File: src/rtl/cache_pkg.sv
// Shared types and defaults for the memory-side cache blocks.
package cache_pkg;
  localparam int DEF_DATA_W = 32;
  localparam int DEF_ADDR_W = 32;
  localparam int DEF_WORDS  = 4;

  typedef enum logic [1:0] {
    IDLE,
    WB_XFER,
    FILL_XFER,
    DONE
  } mem_adapt_state_t;

  // Byte-offset width of a line: word index bits plus byte-within-word bits.
  function automatic int off_w(input int words, input int data_w);
    return $clog2(words) + $clog2(data_w / 8);
  endfunction
endpackage

File: src/rtl/cache_line_buf.sv
// WORDS x DATA_W line register file: parallel line load, indexed word write/read, flat line view.
module cache_line_buf
  import cache_pkg::*;
#(
  parameter int DATA_W = DEF_DATA_W,
  parameter int WORDS  = DEF_WORDS
) (
  input  logic                       clk,
  input  logic                       rst_n,
  input  logic                       load,
  input  logic [WORDS*DATA_W-1:0]    load_line,
  input  logic                       wr_en,
  input  logic [$clog2(WORDS)-1:0]   wr_idx,
  input  logic [DATA_W-1:0]          wr_data,
  input  logic [$clog2(WORDS)-1:0]   rd_idx,
  output logic [DATA_W-1:0]          rd_data,
  output logic [WORDS*DATA_W-1:0]    line
);
  logic [DATA_W-1:0] mem_q [WORDS];

  always_ff @(posedge clk) begin
    if (!rst_n) begin
      for (int i = 0; i < WORDS; i++) mem_q[i] <= '0;
    end else if (load) begin
      for (int i = 0; i < WORDS; i++) mem_q[i] <= load_line[i*DATA_W +: DATA_W];
    end else if (wr_en) begin
      mem_q[wr_idx] <= wr_data;
    end
  end

  assign rd_data = mem_q[rd_idx];

  for (genvar g = 0; g < WORDS; g++) begin : g_flat
    assign line[g*DATA_W +: DATA_W] = mem_q[g];
  end
endmodule

File: src/rtl/cache_mem_adapter.sv
// Burst engine: line-level fill/write-back requests become WORDS single-word memory transactions.
// Optional per-word wait timeout with abort is enabled by defining CACHE_MEM_TIMEOUT_EN.
//
// state     | meaning
// IDLE      | waiting for mem_write (priority) or mem_read
// WB_XFER   | writing the latched line to memory, one word per mm_ack
// FILL_XFER | reading line words from memory into the buffer
// DONE      | one-cycle gap, requests ignored; fill_valid pulses here after a full fill
module cache_mem_adapter
  import cache_pkg::*;
#(
  parameter int DATA_W  = DEF_DATA_W,
  parameter int ADDR_W  = DEF_ADDR_W,
  parameter int WORDS   = DEF_WORDS,
  parameter int TIMEOUT = 256
) (
  input  logic                                  clk,
  input  logic                                  rst_n,
  input  logic                                  mem_read,
  input  logic                                  mem_write,
  input  logic [ADDR_W-off_w(WORDS,DATA_W)-1:0] line_addr,
  input  logic [WORDS*DATA_W-1:0]               wb_line,
  output logic                                  ca_resp,
  output logic [WORDS*DATA_W-1:0]               fill_line,
  output logic                                  fill_valid,
  output logic                                  error,
  output logic                                  mm_req,
  output logic                                  mm_we,
  output logic [ADDR_W-1:0]                     mm_addr,
  output logic [DATA_W-1:0]                     mm_wdata,
  input  logic [DATA_W-1:0]                     mm_rdata,
  input  logic                                  mm_ack
);
  localparam int OFF_W  = off_w(WORDS, DATA_W);
  localparam int WIDX_W = $clog2(WORDS);
  localparam int BYTE_W = $clog2(DATA_W / 8);
  localparam int LINE_W = WORDS * DATA_W;
  localparam int LA_W   = ADDR_W - OFF_W;

  mem_adapt_state_t state_q, state_d;
  logic [LA_W-1:0]   addr_q;
  logic [WIDX_W-1:0] widx_q;
  logic [LINE_W-1:0] fill_line_q, buf_line, merged_line;
  logic              fill_valid_q;
  logic              accept_wb, accept_rd, accept, xfer, last_ack, abort;

  assign xfer     = (state_q == WB_XFER) || (state_q == FILL_XFER);
  assign accept   = accept_wb || accept_rd;
  assign last_ack = xfer && mm_ack && (widx_q == WIDX_W'(WORDS - 1));

  always_comb begin
    state_d   = state_q;
    accept_wb = 1'b0;
    accept_rd = 1'b0;
    case (state_q)
      IDLE: begin
        if (mem_write) begin
          accept_wb = 1'b1;
          state_d   = WB_XFER;
        end else if (mem_read) begin
          accept_rd = 1'b1;
          state_d   = FILL_XFER;
        end
      end
      WB_XFER, FILL_XFER: if (last_ack || abort) state_d = DONE;
      DONE:    state_d = IDLE;
      default: state_d = IDLE;
    endcase
  end

  // The final word bypasses the buffer so fill_line is complete in the DONE cycle.
  always_comb begin
    merged_line = buf_line;
    merged_line[widx_q*DATA_W +: DATA_W] = mm_rdata;
  end

  always_ff @(posedge clk) begin
    if (!rst_n) begin
      state_q      <= IDLE;
      addr_q       <= '0;
      widx_q       <= '0;
      fill_line_q  <= '0;
      fill_valid_q <= 1'b0;
    end else begin
      state_q      <= state_d;
      fill_valid_q <= 1'b0;
      if (accept) begin
        addr_q <= line_addr;
        widx_q <= '0;
      end else if (xfer && mm_ack) begin
        widx_q <= widx_q + 1'b1;
      end
      if (state_q == FILL_XFER && last_ack) begin
        fill_line_q  <= merged_line;
        fill_valid_q <= 1'b1;
      end
    end
  end

  cache_line_buf #(.DATA_W(DATA_W), .WORDS(WORDS)) u_buf (
    .clk       (clk),
    .rst_n     (rst_n),
    .load      (accept_wb),
    .load_line (wb_line),
    .wr_en     ((state_q == FILL_XFER) && mm_ack),
    .wr_idx    (widx_q),
    .wr_data   (mm_rdata),
    .rd_idx    (widx_q),
    .rd_data   (mm_wdata),
    .line      (buf_line)
  );

`ifdef CACHE_MEM_TIMEOUT_EN
  localparam int CNT_W = $clog2(TIMEOUT);
  logic [CNT_W-1:0] wait_q;
  logic             error_q;

  assign abort = xfer && !mm_ack && (wait_q == CNT_W'(TIMEOUT - 1));
  assign error = error_q;

  always_ff @(posedge clk) begin
    if (!rst_n) begin
      wait_q  <= '0;
      error_q <= 1'b0;
    end else begin
      if (accept)    wait_q <= '0;
      else if (xfer) wait_q <= mm_ack ? '0 : wait_q + 1'b1;
      if (accept)     error_q <= 1'b0;
      else if (abort) error_q <= 1'b1;
    end
  end
`else
  assign abort = 1'b0;
  // Always 0 here; the compare keeps TIMEOUT referenced in both builds.
  assign error = (TIMEOUT < 0);
`endif

  assign ca_resp    = xfer;
  assign mm_req     = xfer;
  assign mm_we      = (state_q == WB_XFER);
  assign mm_addr    = {addr_q, widx_q, {BYTE_W{1'b0}}};
  assign fill_line  = fill_line_q;
  assign fill_valid = fill_valid_q;
endmodule

File: config.mk
export PLATFORM = sky130hd
export DESIGN_NAME = cache_mem_adapter
export DESIGN_NICKNAME = d
export VERILOG_FILES = /design/src/rtl/cache_pkg.sv /design/src/rtl/cache_line_buf.sv /design/src/rtl/cache_mem_adapter.sv
export SDC_FILE = /design/constraint.sdc
export NUM_CORES = 1
export LEC_CHECK = 0
export ABC_CLOCK_PERIOD_IN_PS = 3800
export BUFFER_PORTS_ARGS = -buffer_cell sky130_fd_sc_hd__buf_2
export CELL_PAD_IN_SITES_DETAIL_PLACEMENT = 1
export CELL_PAD_IN_SITES_GLOBAL_PLACEMENT = 1
export CORE_ASPECT_RATIO = 2
export CORE_UTILIZATION = 35
export CTS_BUF_LIST = sky130_fd_sc_hd__clkbuf_8
export CTS_CLUSTER_DIAMETER = 100
export DETAILED_ROUTE_END_ITERATION = 8
export PLACE_DENSITY = 0.76
export SLEW_MARGIN = 40
export SYNTH_ARGS = -nofsm -noshare
export SYNTH_HDL_FRONTEND = slang
export SYNTH_SLANG_ARGS = --single-unit
File: constraint.sdc
create_clock -name clk -period 3.8 [get_ports clk]
set_clock_uncertainty 0.1 [all_clocks]
set_input_delay 0.38 -clock clk [delete_from_list [all_inputs] [get_ports clk]]
set_output_delay 0.38 -clock clk [all_outputs]
set_load 0.03 [all_outputs]
* Yosys cells after proc, flatten, opt, wreduce, memory -nomap -nowiden
Memory sizes are Yosys's and may differ from the RTL's. A register that Yosys moved wholly into a read port is not among the register bits.
Cells that the tools add are included.
** Word-level totals
- Register bits :: 161
- Memory bits (writable) :: 128
- Memories :: 1
** Operators by class
- Add/subtract/negate cells :: 2
- Equality and inequality tests :: 6
- Shift operators :: 2
- Multiplexer cells :: 28
- Bitwise operators :: 5
- Reduce and logical (&&, ||, !) cells :: 11
** Memory list
- u_buf.mem_q :: depth 4, width 32, read ports 5, clocked after Yosys merged registers in 1, write ports 4, line cache_line_buf.sv:19 : logic [DATA_W-1:0] mem_q [WORDS];
** Operators by type and width (count)
- 2-to-1 mux 32 bit :: 5
- bitwise mux 128 bit :: 1
- variable shift 32 x 34 -> 128 bit, first input constant :: 1
- indexed part select 32 x 34 -> 128 bit :: 1
- negation 7 -> 34 bit :: 1
- OR reduction 32 bit :: 1
- 2-to-1 mux 1 bit :: 15
- 2-to-1 mux 2 bit :: 6
- == test 2 bit, second input constant :: 3
- case mux 2 bit (3 select lines) :: 1
- logical AND 1 bit :: 4
- bitwise OR 1 bit :: 4
- OR reduction 2 bit :: 2
- inequality test 3 bit, second input constant :: 1
- adder 2 x 1 -> 2 bit, second input constant :: 1
- == test 2 x 1 -> 1 bit, second input constant :: 1
- zero test 2 bit :: 1
- logical OR 1 bit :: 2
- inequality test 2 bit, second input constant :: 1
- AND reduction 2 bit :: 1
- inverter 1 bit :: 1

* Longest topological paths before layout
Gate-level depths: netlist of the first run.
- Word-level depth :: 8
- Depth in mapped cells :: 8
- Mapped depth without buffers :: 5

* Modules after synthesis
A second synthesis of the first run with hierarchy kept.
** Unflattened totals
- Cell total of the unflattened synthesis :: 1171
- Area, all modules :: 13185.1 um^2
** By module, submodules not included
- cache_mem_adapter :: instances 1, cells an instance 793, area an instance 6845.3 um^2
- cache_line_buf :: instances 1, cells an instance 378, area an instance 6339.8 um^2

* Worst setup path before layout of the first run
OpenSTA, ideal clock, no wires.
- Path type :: register -> register
- Start point :: reg widx_q[0]
- End point :: mem u_buf.mem_q[3][0] (netlist name) (enable)
- Arrival :: 2.542 ns
- Required time :: 3.269 ns
- Slack :: 0.727 ns
- Cell stages (with the launch flop) :: 4
- Buffers on the path :: 0
- Cells stage by stage :: dfxtp_1 -> ha_1 -> nand2_1 -> o211ai_1
** RTL lines
- start, declared :: line cache_mem_adapter.sv:42 : logic [WIDX_W-1:0] widx_q;
- start signal, assigned :: line cache_mem_adapter.sv:91 : widx_q <= widx_q + 1'b1;
- end, declared :: line cache_line_buf.sv:19

==> impl_metrics.csv, run 1 <==
group,metric,value,unit
global_routing,grt_pass1_vias,13200,
routing,first_iter_violations,661,
sta,relSlewSlack,42.2,%
cells_and_area,drive_above_1_share,32.4,%
cts,cts_tree,"yes",
global_routing,grt_pass1_wl,78.0,mm
sta,fin_setup_tns,0,ps
placement,placed_cell_area,14900,um^2
cells_and_area,synthToLayoutAreaGrowth,31.8,%
global_routing,grt_remaining_overflow,0,
pwr,p_total,9.30,mW
floorplan,die_area,37500,um^2
pwr,p_sw_share,34.5,%
cts,cts.sinks,291,
flow_run,cap_violations,0,
cts,htree_levels,2,
floorplan,die_w,137,um
worst_setup_path,cp_slowest_cell,"dfxtp_2",
worst_setup_path,cp_cell_sequence,"buf_12, mux4_2, buf_2",
cts,cts_made_buffers,44,
floorplan,io_pins,390,
logic_synthesis,synth_warnings,0,
worst_setup_path,arrival,2460,ps
routing,wl_per_cell,25.9,um
routing,via_per_inst,5.87,
sta,final-hold-violation-count,0,
floorplan,core,35900,um^2
sta,tightestPinTransition,867,ps
worst_setup_path,end_kind,"primary output",
cells_and_area,final_common_cell,"buf_2",
cells_and_area,fin_nets,1788,
routing,vias,12200,
logic_synthesis,avgSynthCellArea,11.0,um^2
global_routing,grt_max_degree,80,
logic_synthesis,synth_cell_type_count,38,
worst_setup_path,slowest_delay,770,ps
floorplan,rows,98,
floorplan,start_util,35.7,%
worst_setup_path,cp_max_fo,18,
routing,wl,53.8,mm
routing,final_antenna_net_count,0,
routing,first_pass_iters,4,
logic_synthesis,ys_ff_latch,291,
sta,layout_worst_path_cycle_share,77.3,%
sta,finalHoldWorstSlack,31.0,ps
outcome,status,"completed",
pwr,powerDensity,550,nW/um^2
pwr,internal_power,6.09,mW
pwr,leakage,7.19,nW
sta,slew_violations,0,
pwr,power_frac_comb,26.7,%
worst_setup_path,reg2reg_from,"state_q[1]",
cts,clock_tree.root_cell,"clkbuf_8",
sta,rsz0062_at_grt,"false",
cts,path_clk_slew,70,ps
cts,cts_buffer_depth,3,
pwr,seqPwrFrac,43.7,%
sta,post-route-min-period,2940,ps
sta,layout_setup_ws,862,ps
pwr,p_sw,3.21,mW
sta,setup_viol,0,
routing,drc,0,
worst_setup_path,cp.required,3320,ps
logic_synthesis,netlist_instances,1168,
cells_and_area,layout_common_cells,"buf_2, dfxtp_1, a22o_1, edfxtp_1, dlygate4sd3_1",
worst_setup_path,start_kind,"flop",
sta,fmax,340,MHz
cells_and_area,fin_area,16900,um^2
worst_setup_path,path_class,"flop to primary output",
placement,dp_hpwl,34.6,mm
cts,clock_latency,570,ps
cts,cts-resized-gates,0,
worst_hold_path,hold_class,"primary input to flop",
logic_synthesis,ys_seq_area_share,55.4,%
placement,place.gp.congestion,0.847,
global_routing,antenna_found_initial,6,
pwr,clockPowerShare,29.6,%
placement,place_ws,1220,ps
placement,io_buffers,386,
floorplan,die_h,273,um
global_routing,track_usage,28.4,%
worst_hold_path,hp-start,"wb_line[92]",
pwr,ir_drop,0.315,mV
cells_and_area,fill_cells,4012,
logic_synthesis,synth.cell_area,12800,um^2
kinds of logic (layout without fill, tap and decap cells):
family	count (synthesis)	after routing	synth area share [%]
other	1	9	0.0292
multiplexers	34	34	5.78
adder cells (fa/ha/maj)	11	11	1.07
AO/OA/AOI/OAI	389	389	21.1
flip-flops	291	291	55.4
XOR/XNOR	1	1	0.0683
AND/OR/NAND/NOR	280	280	10.5
buffers and inverters	161	609	6.03
cells in the mapped netlist, drive strengths merged:
cell / n / share of area, %
nor3b: 1 / 0.098
mux4: 32 / 5.6
nand3: 35 / 1.4
o211ai: 2 / 0.12
o21a: 1 / 0.059
xnor2: 1 / 0.068
nor2: 68 / 2.0
a21oi: 63 / 2.5
conb: 1 / 0.029
inv: 7 / 0.20
buf: 94 / 4.1
a22oi: 1 / 0.059
o21ai: 99 / 3.9
edfxtp: 128 / 30
and2b: 1 / 0.059
and4bb: 2 / 0.20
dfxtp: 163 / 25
and4b: 1 / 0.078
a22o: 128 / 8.7
nand3b: 5 / 0.29
ha: 11 / 1.1
and2: 1 / 0.049
a221oi: 62 / 4.2
nand2b: 34 / 1.7
a31oi: 32 / 1.6
a21o: 1 / 0.059
clkbuf: 60 / 1.8
and4: 4 / 0.27
nand4: 33 / 1.6
nand2: 95 / 2.8
mux2i: 2 / 0.16
critical path, delay by kind of cell, from the launching register on:
family / cells / cell delay [ps]
flip-flops: 1 / 770
multiplexers: 1 / 570
buffers and inverters: 2 / 530
flip-flops by register name, summed over array words and instances, names as in the netlist, named ones only:
signal       flops
addr_q          28
fill_line      128
fill_valid       1
state_q          2
u_buf.mem_q    128
widx_q           2
stage by stage:
step                      util (%)  instances
after global routing          47.0       2074
after CTS                     46.9       2067
final                         47.0       2074
after floorplan                  -       1170
after detailed placement      41.4       1879
after global placement        41.3       1878
timing repair:
action	4_1_cts	5_1_grt
endpoints found under the hold margin	109	1
hold buffers	108	1
setup buffers	0	0
endpoints found under the setup margin	0	0
final cells by class:
type                    instances  area, um^2  area share, %
diodes                          6        15.0         0.0888
clock buffers                  53         729           4.32
clock inverters                27         184           1.09
inverters                       7        27.5          0.163
multi-input cells             718        5000           29.6
flip-flops and latches        291        7110           42.1
well taps                     450         563           3.33
repair buffers                522        3270           19.3
power by group through the flow:
stage          clock network [mW]  logic (mW)  registers, mW
2_1_floorplan                   0        1.45           4.15
3_3_place_gp                    0        2.31           4.09
3_5_place_dp                    0        2.36           4.12
4_1_cts                      2.81        2.46           4.05
5_1_grt                      2.93        2.61           4.11
6_report                     2.75        2.49           4.06
path summary, 6_finish.rpt:
| check | to | slack (ps) | cells after the start |
|---|---|---|---|
| setup / recovery | mm_wdata[31] | 860 | 3 |
| hold / removal | u_buf.mem_q[2][28] | 30 | 2 |
| setup reg to reg | fill_line[79] | 1090 | 6 |
| hold reg to reg | addr_q[21] | 350 | 2 |
layer usage:
metal	wire [um]	track usage [%]	up-vias
li1	-	-	5250
met1	17800	27.8	5988
met2	28300	50.4	687
met3	3250	5.08	250
met4	4490	24.1	0
met5	0	0	-
Power figures use the tool's default switching activity.
==> run 2: changes to the inputs <==
--- a/config.mk
+++ b/config.mk
@@ -5,7 +5,8 @@
 export SDC_FILE = /design/constraint.sdc
 export NUM_CORES = 1
 export LEC_CHECK = 0
-export ABC_CLOCK_PERIOD_IN_PS = 3800
+export ABC_AREA = 1
+export ABC_CLOCK_PERIOD_IN_PS = 2450
 export BUFFER_PORTS_ARGS = -buffer_cell sky130_fd_sc_hd__buf_2
 export CELL_PAD_IN_SITES_DETAIL_PLACEMENT = 1
 export CELL_PAD_IN_SITES_GLOBAL_PLACEMENT = 1
@@ -14,7 +15,7 @@
 export CTS_BUF_LIST = sky130_fd_sc_hd__clkbuf_8
 export CTS_CLUSTER_DIAMETER = 100
 export DETAILED_ROUTE_END_ITERATION = 8
-export PLACE_DENSITY = 0.76
+export PLACE_DENSITY = 0.83
 export SLEW_MARGIN = 40
 export SYNTH_ARGS = -nofsm -noshare
 export SYNTH_HDL_FRONTEND = slang
==> constraint.sdc (replaced) <==
create_clock -name clk -period 2.45 [get_ports clk]
set_clock_uncertainty 0.1 [all_clocks]
set_input_delay 0.245 -clock clk [delete_from_list [all_inputs] [get_ports clk]]
set_output_delay 0.245 -clock clk [all_outputs]
set_load 0.03 [all_outputs]
==> impl_metrics.csv, run 2 <==
group,metric,value,unit
outcome,status,"completed",
cells_and_area,drive_above_1_share,21.1,%
logic_synthesis,synth_top_family_by_area,"simple AND/OR/NAND/NOR gates",
global_routing,grt_remaining_overflow,0,
logic_synthesis,synth_common_cells,"nand2_1, nor2_1, o21ai_0, dfxtp_1, edfxtp_1",
placement,place_ws,122,ps
logic_synthesis,yosysMostFrequentCell,"nand2_1",
worst_hold_path,hold_class,"primary input to flop",
sta,setup_viol,0,
cts,clock_latency,600,ps
floorplan,start_util,35.7,%
worst_setup_path,cp_max_fo,28,
worst_setup_path,reg2reg_slack,180,ps
logic_synthesis,avgSynthCellArea,7.55,um^2
floorplan,rows,101,
routing,final_antenna_net_count,0,
floorplan,io_pins,390,
flow_run,cap_violations,0,
global_routing,grt_pass1_wl,97.4,mm
logic_synthesis,synth_fa_ha_area_share,1.01,%
logic_synthesis,synth_flop_cell,"dfxtp_1",
cts,clock_tree.root_cell,"clkbuf_8",
logic_synthesis,synth.top_cell.area_share,28.2,%
cells_and_area,regArea,7110,um^2
pwr,ir_drop,0.622,mV
worst_setup_path,slowest_delay,400,ps
placement,dp_hpwl,44.3,mm
logic_synthesis,ys_seq_area_share,52.2,%
global_routing,antenna_found_initial,5,
sta,final-hold-violation-count,0,
logic_synthesis,synthArstFlopShare,0,%
cts,post_cts_buffers,0,
placement,io_buffers,386,
logic_synthesis,synth_cell_type_count,25,
global_routing,track_usage,33.3,%
worst_setup_path,cp_slowest_cell,"o21ai_0",
cts,path_clk_slew,70,ps
floorplan,die_h,281,um
pwr,p_total,16.6,mW
worst_setup_path,start_kind,"flop",
logic_synthesis,synth_xor_area_share,0.0644,%
cells_and_area,layout_common_cells,"nand2_1, nor2_1, buf_2",
logic_synthesis,netlist_instances,1803,
sta,relSlewSlack,53.2,%
routing,first_pass_iters,5,
sta,layout_setup_ws,47.2,ps
routing,vias,15200,
logic_synthesis,synth-simple-area-share,25.4,%
global_routing,grt_pass1_vias,16800,
worst_setup_path,cp_cell_sequence,"clkinv_1, buf_4, o21ai_0, o22ai_1, buf_2",
cells_and_area,fill_cells,4784,
worst_setup_path,cp_top_family,"compound AO/OA/AOI/OAI gates",
sta,layout_worst_path_cycle_share,98.1,%
global_routing,grt_max_degree,153,
worst_setup_path,end_kind,"primary output",
sta,fin_setup_tns,0,ps
pwr,powerDensity,875,nW/um^2
sta,fmax,416,MHz
cells_and_area,layoutNonFillerInstCount,2896,
routing,wl,66.7,mm
sta,rsz0062_at_grt,"false",
cells_and_area,fin_area,18900,um^2
cts,cts_made_buffers,44,
sta,post-route-min-period,2400,ps
placement,placed_cell_area,16000,um^2
worst_setup_path,arrival,2060,ps
cts,htree_levels,2,
worst_setup_path,path_class,"flop to primary output",
cts,cts_buffer_depth,3,
routing,first_iter_violations,789,
floorplan,die_area,39700,um^2
placement,place.gp.congestion,0.916,
sta,slew_violations,0,
cts,cts.sinks,291,
cells_and_area,final_common_cell,"nand2_1",
sta,tightestPinTransition,702,ps
pwr,leakage,8.65,nW
cells_and_area,synthToLayoutAreaGrowth,39.1,%
floorplan,core,38200,um^2
logic_synthesis,yosys.area.top_type,"edfxtp_1",
logic_synthesis,synth_compound_gate_area_share,14.4,%
worst_setup_path,crit_buf_inv,3,
cts,cts_tree,"yes",
logic_synthesis,ys_ff_latch,291,
routing,wl_per_cell,23.0,um
logic_synthesis,synth.cell_area,13600,um^2
cells_and_area,fin_nets,2543,
floorplan,die_w,141,um
logic_synthesis,synth.area.mux_share,0,%
routing,via_per_inst,5.24,
logic_synthesis,synth_edf_count,128,
cells_and_area,multi_input_area,5610,um^2
logic_synthesis,yosys-top-cells-area,"edfxtp_1, dfxtp_1, o21ai_0, nand2_1, nor2_1",
placement,dpl.cell_count,2616,
logic_synthesis,synth_warnings,0,
routing,drc,0,
worst_setup_path,cp.required,2110,ps
==> run 2: changes by cell type after synthesis, sizes merged, moves of 34 or more <==
cell	previous run	this run
a21oi	63	2
inv	7	84
o21ai	99	351
nand2b	34	0
nor2	68	419
a221oi	62	0
buf	94	49
nand2	95	443
a22o	128	0
==> run 2: metrics by stage <==
step           util (%)  hold WS, ps
2_1_floorplan         -          300
3_3_place_gp       42.0          361
3_5_place_dp       42.0          366
4_1_cts            49.6         1.36
5_1_grt            49.6         37.3
6_report           49.6         29.8
==> run 2: path summary, 6_finish.rpt <==
check	start	endpoint	cells past startpoint
worst max-delay path	flop	mm_wdata[7]	5
worst min-delay path	mm_rdata[9]	fill_line[73]	5
worst max register to register	state_q[1]	fill_line[17]	9
worst min register to register	fill_line[103]	fill_line[103]	2
==> run 2: layout make-up <==
| cell class | count | share of cell area, % |
|---|---|---|
| sequential | 291 | 37.5 |
| timing repair buffer | 616 | 22.5 |
| multi-input combinational | 1302 | 29.6 |
| clock buffer | 52 | 3.78 |
| tap | 515 | 3.40 |
| clock inverter | 30 | 1.38 |
| antenna | 6 | 0.0793 |
| inverter | 84 | 1.67 |
==> run 2: metal layers <==
layer  global-route usage [%]  routed length (um)  up-vias
li1                         -                   -     6914
met1                     29.7               20700     7300
met4                     27.6                6190        0
met3                     4.46                3240      272
met5                        0                   0        -
met2                     65.0               36600      698
==> run 2: kinds of logic (layout without fill, tap and decap cells) <==
family | count (synthesis) | count (layout)
simple gates | 903 | 903
compound gates | 384 | 384
flops | 291 | 291
buf+inv | 212 | 782
fa+ha+maj | 11 | 11
other cells | 1 | 9
xor+xnor | 1 | 1
==> run 2: repair_timing <==
action / 4_1_cts / 5_1_grt
endpoints found under the hold margin: 214 / 0
gates resized for setup: 0 / 1
hold buffers: 192 / 0
endpoints found under the setup margin: 0 / 26
==> run 2: report_power, final <==
part	total [mW]	switching (mW)	internal, mW
Sequential	6.64	0.614	6.02
Combinational	5.34	3.83	1.51
Clock	4.58	2.11	2.47
Total	16.6	6.56	10.0
==> run 2: worst min-delay path, delay by kind of cell <==
| family | cells | cell delay [ps] |
|---|---|---|
| buffers and inverters | 1 | 130 |
| AND/OR/NAND/NOR | 4 | 290 |
